==> config.mk <==
export PLATFORM = sky130hd
export DESIGN_NAME = mem_access_unit
export DESIGN_NICKNAME = d
export VERILOG_FILES = /design/src/rtl/mem_access_unit.sv
export SDC_FILE = /design/constraint.sdc
export NUM_CORES = 1
export LEC_CHECK = 0
export ABC_AREA = 1
export CAP_MARGIN = 30
export CORE_MARGIN = 4
export CORE_UTILIZATION = 46
export DETAILED_ROUTE_END_ITERATION = 6
export GPL_TIMING_DRIVEN = 0
export PLACE_DENSITY = 0.82
export REMOVE_ABC_BUFFERS = 1
export SYNTH_ARGS = -nofsm -noshare
export SYNTH_HDL_FRONTEND = slang
export SYNTH_SLANG_ARGS = --single-unit
==> constraint.sdc <==
create_clock -name clk -period 2.5 [get_ports clk]
set_input_delay 0.5 -clock clk [delete_from_list [all_inputs] [get_ports clk]]
set_output_delay 0.5 -clock clk [all_outputs]
set_load 0.01 [all_outputs]
==> src/rtl/mem_access_unit.sv <==
// Load/store sequencer in front of the word-addressed data memory.
// Word/byte loads and stores; byte stores use read-modify-write.
module mem_access_unit #(
  parameter int ADDR_WIDTH = 32,
  parameter int DATA_WIDTH = 32,
  parameter int MEM_DEPTH  = 64
) (
  input  logic                  clk,
  input  logic                  reset,
  input  logic                  req_valid,
  output logic                  req_ready,
  input  logic                  req_write,
  input  logic                  req_byte,
  input  logic [ADDR_WIDTH-1:0] req_addr,
  input  logic [DATA_WIDTH-1:0] req_wdata,
  output logic                  resp_valid,
  output logic [DATA_WIDTH-1:0] resp_rdata,
  output logic                  resp_fault,
  output logic                  mem_enable,
  output logic                  mem_read,
  output logic                  mem_write,
  output logic [ADDR_WIDTH-1:0] mem_addr,
  output logic [DATA_WIDTH-1:0] mem_wdata,
  input  logic [DATA_WIDTH-1:0] mem_rdata
);

  typedef enum logic [1:0] {IDLE, READ, WRITE, RESP} state_t;

  state_t                state, state_next;
  logic                  cap_write, cap_byte;
  logic [1:0]            cap_lane;
  logic [ADDR_WIDTH-1:0] cap_index;
  logic [DATA_WIDTH-1:0] cap_wdata, buffer;
  logic                  accept, req_fault;
  logic [ADDR_WIDTH-1:0] req_index;
  logic [DATA_WIDTH-1:0] lane_merge, rdata_lane, load_result;

  assign req_index = req_addr >> 2;
  assign req_fault = (!req_byte && (req_addr[1:0] != 2'b00)) ||
                     (req_index >= ADDR_WIDTH'(MEM_DEPTH));
  assign req_ready = (state == IDLE) && !reset;
  assign accept    = req_valid && req_ready;

  always_ff @(posedge clk) begin
    if (reset) state <= IDLE;
    else       state <= state_next;
  end

  always_comb begin
    state_next = state;
    case (state)
      IDLE: begin
        if (accept) begin
          if (req_fault)                  state_next = RESP;
          else if (!req_write || req_byte) state_next = READ;
          else                            state_next = WRITE;
        end
      end
      READ:    state_next = cap_write ? WRITE : RESP;
      WRITE:   state_next = RESP;
      RESP:    state_next = IDLE;
      default: state_next = IDLE;
    endcase
  end

  // Strobes are gated by reset directly because the memory writes level-sensitively.
  always_comb begin
    mem_enable = 1'b0;
    mem_read   = 1'b0;
    mem_write  = 1'b0;
    if (!reset) begin
      case (state)
        READ:    begin mem_enable = 1'b1; mem_read  = 1'b1; end
        WRITE:   begin mem_enable = 1'b1; mem_write = 1'b1; end
        default: ;
      endcase
    end
    resp_valid = (state == RESP);
  end

  always_comb begin
    lane_merge = buffer;
    rdata_lane = '0;
    case (cap_lane)
      2'd0: begin lane_merge[7:0]   = cap_wdata[7:0]; rdata_lane[7:0] = mem_rdata[7:0];   end
      2'd1: begin lane_merge[15:8]  = cap_wdata[7:0]; rdata_lane[7:0] = mem_rdata[15:8];  end
      2'd2: begin lane_merge[23:16] = cap_wdata[7:0]; rdata_lane[7:0] = mem_rdata[23:16]; end
      default: begin lane_merge[31:24] = cap_wdata[7:0]; rdata_lane[7:0] = mem_rdata[31:24]; end
    endcase
  end

  assign load_result = cap_byte ? rdata_lane : mem_rdata;
  assign mem_addr    = cap_index;
  assign mem_wdata   = cap_byte ? lane_merge : cap_wdata;

  // RESP is only entered from IDLE on a fault, from READ on a load, from WRITE on a store.
  always_ff @(posedge clk) begin
    if (reset) begin
      cap_write  <= 1'b0;
      cap_byte   <= 1'b0;
      cap_lane   <= 2'd0;
      cap_index  <= '0;
      cap_wdata  <= '0;
      buffer     <= '0;
      resp_rdata <= '0;
      resp_fault <= 1'b0;
    end else begin
      if (accept) begin
        cap_write <= req_write;
        cap_byte  <= req_byte;
        cap_lane  <= req_addr[1:0];
        cap_index <= req_index;
        cap_wdata <= req_wdata;
      end
      if (state == READ) buffer <= mem_rdata;
      if ((state != RESP) && (state_next == RESP)) begin
        resp_fault <= (state == IDLE);
        resp_rdata <= (state == READ) ? load_result : '0;
      end
    end
  end

endmodule
; ---- Word level (Yosys, flattened, before mapping)
; Cells that the tools add are included.
[totals]
reg_bits = 133
in_bits = 101
output_inout_bits = 102
[op_classes]
order_cmp = 1
eq_ne = 7
muxes = 19
n_reduce_logical = 14
[ops]
columns = cell, n
row1 = 32-bit 2-to-1 mux, 3
row2 = 8-bit 2-to-1 mux, 4
row3 = 30-bit by 7-bit >= comparator with 1-bit output (second input constant), 1
row4 = 8-bit one-hot mux with 3 select lines, 1
row5 = 2-bit == test (second input constant), 4
row6 = 2-bit one-hot mux with 4 select lines, 1
row7 = 1-bit 2-to-1 mux, 7
row8 = 2-bit 2-to-1 mux, 3
row9 = 2-bit by 1-bit == test with 1-bit output (second input constant), 2
row10 = 1-bit logical AND, 4
row11 = 2-bit zero test, 2
row12 = 1-bit zero test, 3
row13 = 3-bit OR reduction, 1
row14 = 1-bit logical OR, 2
row15 = 2-bit inequality test (second input constant), 1
row16 = 2-bit nonzero test, 1
row17 = 2-bit OR reduction, 1

; ---- Depth between registers and ports, before layout
; Gate-level depths: netlist of the first run.
[logic_depth]
depth_word = 8
mapped_depth = 15

; ---- Worst setup path after synthesis of the first run
; No wires, ideal clock.
[synth_timing]
path_kind = reg2out
from = reg cap_byte
to = out mem_wdata[26]
arrival_ns = 1.355
t_required_ns = 2.000
slack_ns = 0.645
stages_incl_launch_ff = 6
n_path_buf = 3
path_cell_list = dfxtp_1 -> clkbuf_1 -> clkbuf_1 -> buf_1 -> o21ai_0 -> o22ai_1
[synth_between]
elab_chain_len = 1
[synth_rtl]
columns = element, line_no
row1 = from (decl), 30  ; logic cap_write, cap_byte;
row2 = from (signal assigned), 110  ; cap_byte <= req_byte;
row3 = 32-bit 2-to-1 mux, 94  ; assign mem_wdata = cap_byte ? lane_merge : cap_wdata;
row4 = to (decl), 23  ; output logic [DATA_WIDTH-1:0] mem_wdata,
; No other way between the ends.

; ---- Final worst setup path of the first run
[layout_timing]
from = reg cap_lane[0]
to = out mem_wdata[24]
[layout_between]
elab_chain_len = 4
[layout_rtl]
columns = element, line_no
row1 = from (decl), 31  ; logic [1:0] cap_lane;
row2 = from (signal assigned), 111  ; cap_lane <= req_addr[1:0];
row3 = 2-bit == test (tied with other cells), 84  ; case (cap_lane)
row4 = 3-bit OR reduction (no source line) *, n/a
row5 = 8-bit 2-to-1 mux *, 84
row6 = 32-bit 2-to-1 mux *, 94
; Mark *: on every way between the ends. The rest lies on a longest branch, timed or not.

==> results.md, run 1 <==
* Deepest clock path buffer count at 2
* Measured slew at the worst slew-check pin at 0.992 ns
* H-tree lvl count at 4
* Post-detailed-route via-to-cell ratio at 5.37
* Shortest clock period the worst path allows after layout at 2.55 ns
* Number of buffers added by the clock tree synthesis step at 17
* Critical Path RT at 2.00 ns
* Fin crit share at 1.02
* Final layout net count at 1127
* Top_reg_cell synth: sky130_fd_sc_hd__dfxtp_1
* Max-cap viol count at 0
* Most numerous cell in the Yosys netlist: sky130_fd_sc_hd__nand2_1
* Hold-critical path depth at 2
* Asr flop ratio synth at 0
* Largest delay contributor family on the critical path: buffers and inverters
* Average routed wire per standard cell at 16.6 um
* Count of hold buffers inserted by post-cts repair at 0
* Initial Util at 0.478
* Largest area contributor in the synthesized netlist: sky130_fd_sc_hd__dfxtp_1
* Number of synthesized flops with an enable pin at 0
* Setup crit end kind: primary output
* Gr usage total at 0.263
* RePlAce Congestion at 0.833
* Post-synthesis share of cell area spent on xor and xnor gates at 0
* Post-route standard cell area excluding fillers at 8860 sq um
* Final critical-path setup slack at -0.0455 ns
* Proportion of total power due to net switching at 0.358
* Pins over their slew limit at 0
* Number of global-route vias before repair at 6136
* Mean Syn Cell Area at 7.00 sq um
* Number of warnings printed during yosys synthesis at 0
* Post-detailed-routing wire length at 20000 um
* Outcome: finished, violations left
* Terminus of the critical flop-to-flop path: resp_rdata[17]
* Gate count of the mapped netlist at 838
* Sequential share of the synthesized area at 0.454
* Ranking of synthesized cells by instance count: 197 x sky130_fd_sc_hd__nand2_1, 133 x sky130_fd_sc_hd__dfxtp_1, 81 x sky130_fd_sc_hd__o21ai_0, 75 x sky130_fd_sc_hd__nor2_1, 72 x sky130_fd_sc_hd__a21oi_1
* Startpoint kind of the worst setup timing path: flop
* Footprint of the multi-input gates at 2780 sq um
* Aggregate global routing overflow at 0
* Reg clk slew, reported paths at 0.06 ns
* Highest Clock Rate at 393 MHz
* TritonCTS clock tree: done
* First-pass iteration count of the detailed router at 5
* IO buf count at 200
* Worst setup endpoint: mem_wdata[24]
* Die span in y at 121 um
* Final setup vio count at 1
* RSZ-0062 raised after global routing: yes
* Number of failing hold endpoints at the final stage at 0
* Share of the synthesized area in the top cell type at 0.454
* Clock root buffer: sky130_fd_sc_hd__clkbuf_16
* Static leakage at 0.00372 uW
* Worst path cell trace: nand2_4 > clkinvlp_4 > buf_4 > o21ai_1 > o22ai_1 > clkdlybuf4s50_1
* First-pass GRT wire length at 30300 um
* Cell area power density at 999 nW/um^2
* Number of DRC markers in iteration 0 at 607
* Die Area at 14600 sq um
* CTS sink cnt at 133
* Post-synthesis register bit count at 133
* Comb pwr share at 0.412
* Switching power of the nets at 3170 uW
* Share of the core filled with cells in the final layout at 0.723
* Total of fill cells in the finished design at 978
* Fraction of layout cells with a size suffix above 1 at 0.0793
* Synth Area in Simple Gates at 0.276
* Buffers and inverters on the worst path at 3
* Share of the synthesized area in compound gates (AO/OA/AOI/OAI) at 0.171
* Antenna violations before repair at 0
* Total number of cells along the worst setup path at 6
* Clock network latency to the later pin of the worst-skew pair at 0.41 ns
* Worst reg2reg startpoint: state[1]
* Combined flip-flop and latch cell area at 2680 sq um
* R2R depth at 12
* Adder and majority cell fraction of the synthesized area at 0.00853
* Vias after detailed routing at 6460
* Library cells used by synthesis at 25
* Slowest stage cell on the critical path: sky130_fd_sc_hd__clkdlybuf4s50_1
* Area after DPL at 7950 sq um
* Classification of the worst setup path: reg -> out
* Main combinational cell family by area after synthesis: simple AND/OR/NAND/NOR gates
* Largest stage delay on the critical path at 0.49 ns
* Die width at 121 um
* Remaining number of nets flagged by the antenna check after routing at 0
* Critical Path Source: cap_lane[0]
* Worst reg2reg setup slack at 0.15 ns
* Mapped cell area at 5860 sq um
* Largest net degree at the start of global routing at 71
* Worst slew margin relative to its limit at 0.338
* Largest driver fanout on the critical path at 11
* Top-level I/O count at 203
* Detailed placement HPWL at 12700 um
* Violations in the final reports: setup timing
* Flop pwr share at 0.318
* Class of the tightest hold or removal check: reg -> reg
* Worst Clk Skew at 0.00770 ns
* Remaining design rule violation count at 0
* IR Drop Worst-Case VDD at 0.000709 V
* Layout Area Growth over Synthesis at 51.1%
* Clock network fraction of design power at 0.270
* Inserted Diodes at 0
* Arrival time at the worst endpoint at 2.05 ns
* Internal Dissipation at 5690 uW
* Area contributors post-synth: sky130_fd_sc_hd__dfxtp_1 45%, sky130_fd_sc_hd__nand2_1 13%, sky130_fd_sc_hd__o21ai_0 6.9%, sky130_fd_sc_hd__a21oi_1 6.1%, sky130_fd_sc_hd__nand3_1 5.7%
* Area of the core at 12300 sq um
* Multiplexer area fraction after synthesis at 0
* Row count at 40
## power by group through the flow
stage	clock [uW]	sequential [uW]	combinational, uW
global placement	0	2850	2960
finish	2390	2820	3650
global route	2520	2860	3990
CTS	2410	2800	3430
detailed placement	0	2840	3200
floorplan	0	2910	1570
## area by class of cell
| cell class | instances | share of cell area |
|---|---|---|
| multi-input cells | 580 | 0.313 |
| flip-flops and latches | 133 | 0.302 |
| repair buffers | 228 | 0.268 |
| clock buffers | 28 | 0.0594 |
| inverters | 62 | 0.0292 |
| well taps | 168 | 0.0237 |
| clock inverters | 3 | 0.00452 |
## per-stage QoR
stage	std cells	setup TNS [ns]	hold WS, ns	setup WS [ns]	total power, uW
global route	1202	-0.222	0.471	-0.120	9370
floorplan	774	-65.12	0.432	-1.41	4470
detailed placement	1149	-73.89	0.445	-1.78	6040
finish	1202	-0.0455	0.454	-0.0455	8850
CTS	1197	-0.438	0.453	-0.0905	8650
global placement	1142	-421.94	0.442	-4.22	5820
## tightest hold or removal path, stage by stage (launching register included)
cell,delay (ns)
sky130_fd_sc_hd__dfxtp_1,0.29
sky130_fd_sc_hd__inv_1,0.06
sky130_fd_sc_hd__a21oi_1,0.05
## per-layer routing
| metal | global-route usage | share of wire |
|---|---|---|
| met4 | 0.0949 | 0.024 |
| met1 | 0.304 | 0.40 |
| met2 | 0.435 | 0.47 |
| met5 | 0 | 0 |
| met3 | 0.111 | 0.11 |
## flip-flops by register name (all words and copies together), names as in the netlist
signal	cells
state	2
cap_byte	1
cap_write	1
cap_wdata	32
buffer	32
mem_addr	30
resp_rdata	32
cap_lane	2
resp_fault	1
## how the worst min path moves through the flow
stage | startpoint | endpoint | slack, ns
floorplan | buffer[10] | buffer[10] | 0.43
global placement | cap_wdata[31] | cap_wdata[31] | 0.44
detailed placement | cap_wdata[31] | cap_wdata[31] | 0.45
CTS | cap_wdata[31] | cap_wdata[31] | 0.45
global route | cap_wdata[31] | cap_wdata[31] | 0.47
finish | cap_wdata[20] | cap_wdata[20] | 0.45
## layout by cell type (no fill, tap or decap), drive strengths merged
| master | n |
|---|---|
| nand2 | 198 |
| clkdlybuf4s15 | 1 |
| nor2 | 80 |
| clkdlybuf4s50 | 173 |
| nand3 | 69 |
| a21oi | 72 |
| inv | 58 |
| nor3 | 1 |
| bufinv | 1 |
| bufbuf | 1 |
| clkinv | 3 |
| buf | 27 |
| o21ai | 97 |
| dlygate4sd2 | 17 |
| dlymetal6s2s | 8 |
| nand4 | 32 |
| dfxtp | 133 |
| clkinvlp | 3 |
| conb | 2 |
| ha | 4 |
| o211ai | 1 |
| clkbuf | 29 |
| o22ai | 24 |
## kinds of logic (layout without fill, tap and decap cells)
family          count (synthesis)  after routing
fa+ha+maj                       4              4
flops                         133            133
compound gates                194            194
other cells                     1              2
buf+inv                       127            321
simple gates                  379            380
## what timing repair did
| item | in CTS | in global routing |
|---|---|---|
| buffers inserted | 15 | 4 |
| resized for setup | 41 | 21 |
| setup endpoints to repair | 97 | 47 |
| gates cloned | 2 | 1 |
| pin swaps | 4 | 3 |
(Power assumes the default switching activity.)
==> inputs of run 2 (changes only) <==
--- a/config.mk
+++ b/config.mk
@@ -5,13 +5,12 @@
 export SDC_FILE = /design/constraint.sdc
 export NUM_CORES = 1
 export LEC_CHECK = 0
-export ABC_AREA = 1
 export CAP_MARGIN = 30
 export CORE_MARGIN = 4
-export CORE_UTILIZATION = 46
+export CORE_UTILIZATION = 45
 export DETAILED_ROUTE_END_ITERATION = 6
 export GPL_TIMING_DRIVEN = 0
-export PLACE_DENSITY = 0.82
+export PLACE_DENSITY = 0.81
 export REMOVE_ABC_BUFFERS = 1
 export SYNTH_ARGS = -nofsm -noshare
 export SYNTH_HDL_FRONTEND = slang
==> run 2 against run 1 <==
Compared with the run above: the run now ends clean; highest routed layer unchanged; design area increased by 2.1%; worst hold slack got worse by 0.0048 ns; largest power group unchanged; critical path depth fell by 2; synthesized area fell by 0.36%; largest cell class unchanged; count of clock-buffer cells in the layout decreased by 2; synthesized cell count decreased by 13%; combinational power decreased by 6.6%; routed wire length down 5.5%.
==> results.md, run 2 <==
* Outcome: finished clean
* Inserted Diodes at 0
* Clock root buffer: sky130_fd_sc_hd__clkbuf_16
* IO buf count at 200
* Overall Power at 8670 uW
* Largest driver fanout on the critical path at 17
* Adder and majority cell fraction of the synthesized area at 0.00857
* H-tree lvl count at 4
* Ranking of synthesized cells by instance count: 213 x sky130_fd_sc_hd__nand2_1, 133 x sky130_fd_sc_hd__dfxtp_1, 75 x sky130_fd_sc_hd__mux2i_1, 71 x sky130_fd_sc_hd__nand3_1, 65 x sky130_fd_sc_hd__nor2_1
* First-pass GRT wire length at 29000 um
* Static leakage at 0.00407 uW
* Sequential share of the synthesized area at 0.456
* Share of the synthesized area in the top cell type at 0.456
* Highest Clock Rate at 416 MHz
* First-pass iteration count of the detailed router at 5
* Class of the tightest hold or removal check: reg -> reg
* Layout Area Growth over Synthesis at 54.9%
* Antenna violations before repair at 0
* Initial Util at 0.461
* Arrival time at the worst endpoint at 1.90 ns
* Post-synthesis register bit count at 133
* Remaining number of nets flagged by the antenna check after routing at 0
* Largest area contributor in the synthesized netlist: sky130_fd_sc_hd__dfxtp_1
* Fin crit share at 0.961
* Cell area power density at 957 nW/um^2
* Area of the core at 12700 sq um
* Commonest non-fill, non-tap cells in the layout: 212 x sky130_fd_sc_hd__nand2_1, 172 x sky130_fd_sc_hd__clkdlybuf4s50_1, 129 x sky130_fd_sc_hd__dfxtp_1
* Area contributors post-synth: sky130_fd_sc_hd__dfxtp_1 46%, sky130_fd_sc_hd__nand2_1 14%, sky130_fd_sc_hd__mux2i_1 13%, sky130_fd_sc_hd__nand3_1 6.1%, sky130_fd_sc_hd__nor2_1 4.2%
* Final layout net count at 1041
* Clock network latency to the later pin of the worst-skew pair at 0.41 ns
* Proportion of total power due to net switching at 0.322
* Measured slew at the worst slew-check pin at 0.662 ns
* RSZ-0062 raised after global routing: no
* Share of the synthesized area in compound gates (AO/OA/AOI/OAI) at 0.0681
* Classification of the worst setup path: reg -> out
* Pins over their slew limit at 0
* Switching power of the nets at 2790 uW
* Internal Dissipation at 5880 uW
* Asr flop ratio synth at 0
* Synth Area in Simple Gates at 0.269
* Remaining design rule violation count at 0
* Post-route standard cell area excluding fillers at 9050 sq um
* Number of DRC markers in iteration 0 at 302
* Total of fill cells in the finished design at 1022
* Detailed placement HPWL at 12000 um
* Top_reg_cell synth: sky130_fd_sc_hd__dfxtp_1
* Gr usage total at 0.252
* Row count at 41
* Max-cap viol count at 0
* Number of failing hold endpoints at the final stage at 0
* Number of global-route vias before repair at 5678
* Area after DPL at 8020 sq um
* Setup crit end kind: primary output
* Number of warnings printed during yosys synthesis at 0
* Die span in y at 122 um
* RePlAce Congestion at 0.819
* Count of hold buffers inserted by post-cts repair at 0
* Number of synthesized flops with an enable pin at 0
* Final setup vio count at 0
* Post-detailed-routing wire length at 18900 um
* Library cells used by synthesis at 37
* Fraction of layout cells with a size suffix above 1 at 0.101
* Critical Path RT at 2.00 ns
* Die Area at 14900 sq um
* Die width at 122 um
* Worst slew margin relative to its limit at 0.559
* Mapped cell area at 5840 sq um
* Post-detailed-route via-to-cell ratio at 5.24
* Vias after detailed routing at 5855
* Most frequent standard cell in the layout excluding fill and tap cells: sky130_fd_sc_hd__nand2_1
* Startpoint kind of the worst setup timing path: flop
* Largest net degree at the start of global routing at 50
* Shortest clock period the worst path allows after layout at 2.40 ns
* Aggregate global routing overflow at 0
* Most numerous cell in the Yosys netlist: sky130_fd_sc_hd__nand2_1
* IR Drop Worst-Case VDD at 0.000482 V
* Flop pwr share at 0.326
* Average routed wire per standard cell at 16.9 um
* Number of buffers added by the clock tree synthesis step at 17
* Reg clk slew, reported paths at 0.05 ns
* Post-synthesis share of cell area spent on xor and xnor gates at 0
* TritonCTS clock tree: done
* Multiplexer area fraction after synthesis at 0.146
* CTS sink cnt at 133
* Mean Syn Cell Area at 7.99 sq um
* Largest regs: buffer: 32 flops, cap_wdata: 32 flops, resp_rdata: 32 flops
* Gate count of the mapped netlist at 731
* Top-level I/O count at 203
* Worst Clk Skew at 0.00695 ns
* Clock network fraction of design power at 0.281
* Deepest clock path buffer count at 2
* Main combinational cell family by area after synthesis: simple AND/OR/NAND/NOR gates
* Comb pwr share at 0.393
## run 2: path summary, 6_finish.rpt
kind                                     from            end  slack [ns]  cells after the start
worst max-delay path                 cap_byte  mem_wdata[24]         0.1                      4
worst min-delay path            cap_wdata[22]  cap_wdata[22]        0.45                      2
worst max register to register       state[1]     resp_fault        0.11                      9
worst min register to register  cap_wdata[22]  cap_wdata[22]        0.45                      2
## run 2: power groups by stage
stage / clock network (uW) / registers (uW) / logic [uW]
floorplan: 0 / 2930 / 1480
global placement: 0 / 2910 / 2880
detailed placement: 0 / 2900 / 3030
CTS: 2480 / 2820 / 3370
global route: 2580 / 2870 / 3670
finish: 2440 / 2820 / 3410
## run 2: stage by stage
stage	hold slack, ns	util	instances	setup TNS [ns]	worst slack [ns]
2_1_floorplan	0.434	-	674	-54.10	-1.60
3_3_place_gp	0.440	0.616	1046	-384.85	-4.92
3_5_place_dp	0.445	0.633	1058	-48.64	-1.26
4_1_cts	0.453	0.707	1116	0	0.0000648
5_1_grt	0.470	0.714	1118	0	0.0104
6_report	0.449	0.714	1118	0	0.0963
## run 2: routing by layer
metal,up-vias,wire length (um),global-route usage
met1,2717,7600,0.305
met5,-,0,0
met4,0,436,0.0938
met3,39,1680,0.0799
li1,2850,-,-
met2,249,9150,0.421
## run 2: what timing repair did
action,CTS,global route
setup endpoints to repair,66,19
cloned,2,1
gates resized for setup,37,18
buffers inserted,27,1
pin swaps,4,2
## run 2: final cells by class
cell class	count	area, sq um	share of cell area
clock inverters	3	67.6	0.00746
inverters	13	51.3	0.00567
multi-input cells	529	3000	0.331
well taps	172	215	0.0238
flip-flops and latches	133	2680	0.296
repair buffers	242	2530	0.280
clock buffers	26	509	0.0563
## run 2: cells by family after synthesis
family / after synthesis
flip-flops: 133
multiplexers: 84
other: 1
AO/OA/AOI/OAI: 63
buffers and inverters: 71
AND/OR/NAND/NOR: 375
adder cells (fa/ha/maj): 4
## run 2: worst max-delay path: stages (launching register included)
cell and delay [ns]:
sky130_fd_sc_hd__dfxtp_4 0.35, sky130_fd_sc_hd__buf_4 0.16, sky130_fd_sc_hd__bufbuf_16 0.29, sky130_fd_sc_hd__a21oi_1 0.14, sky130_fd_sc_hd__clkdlybuf4s50_1 0.56
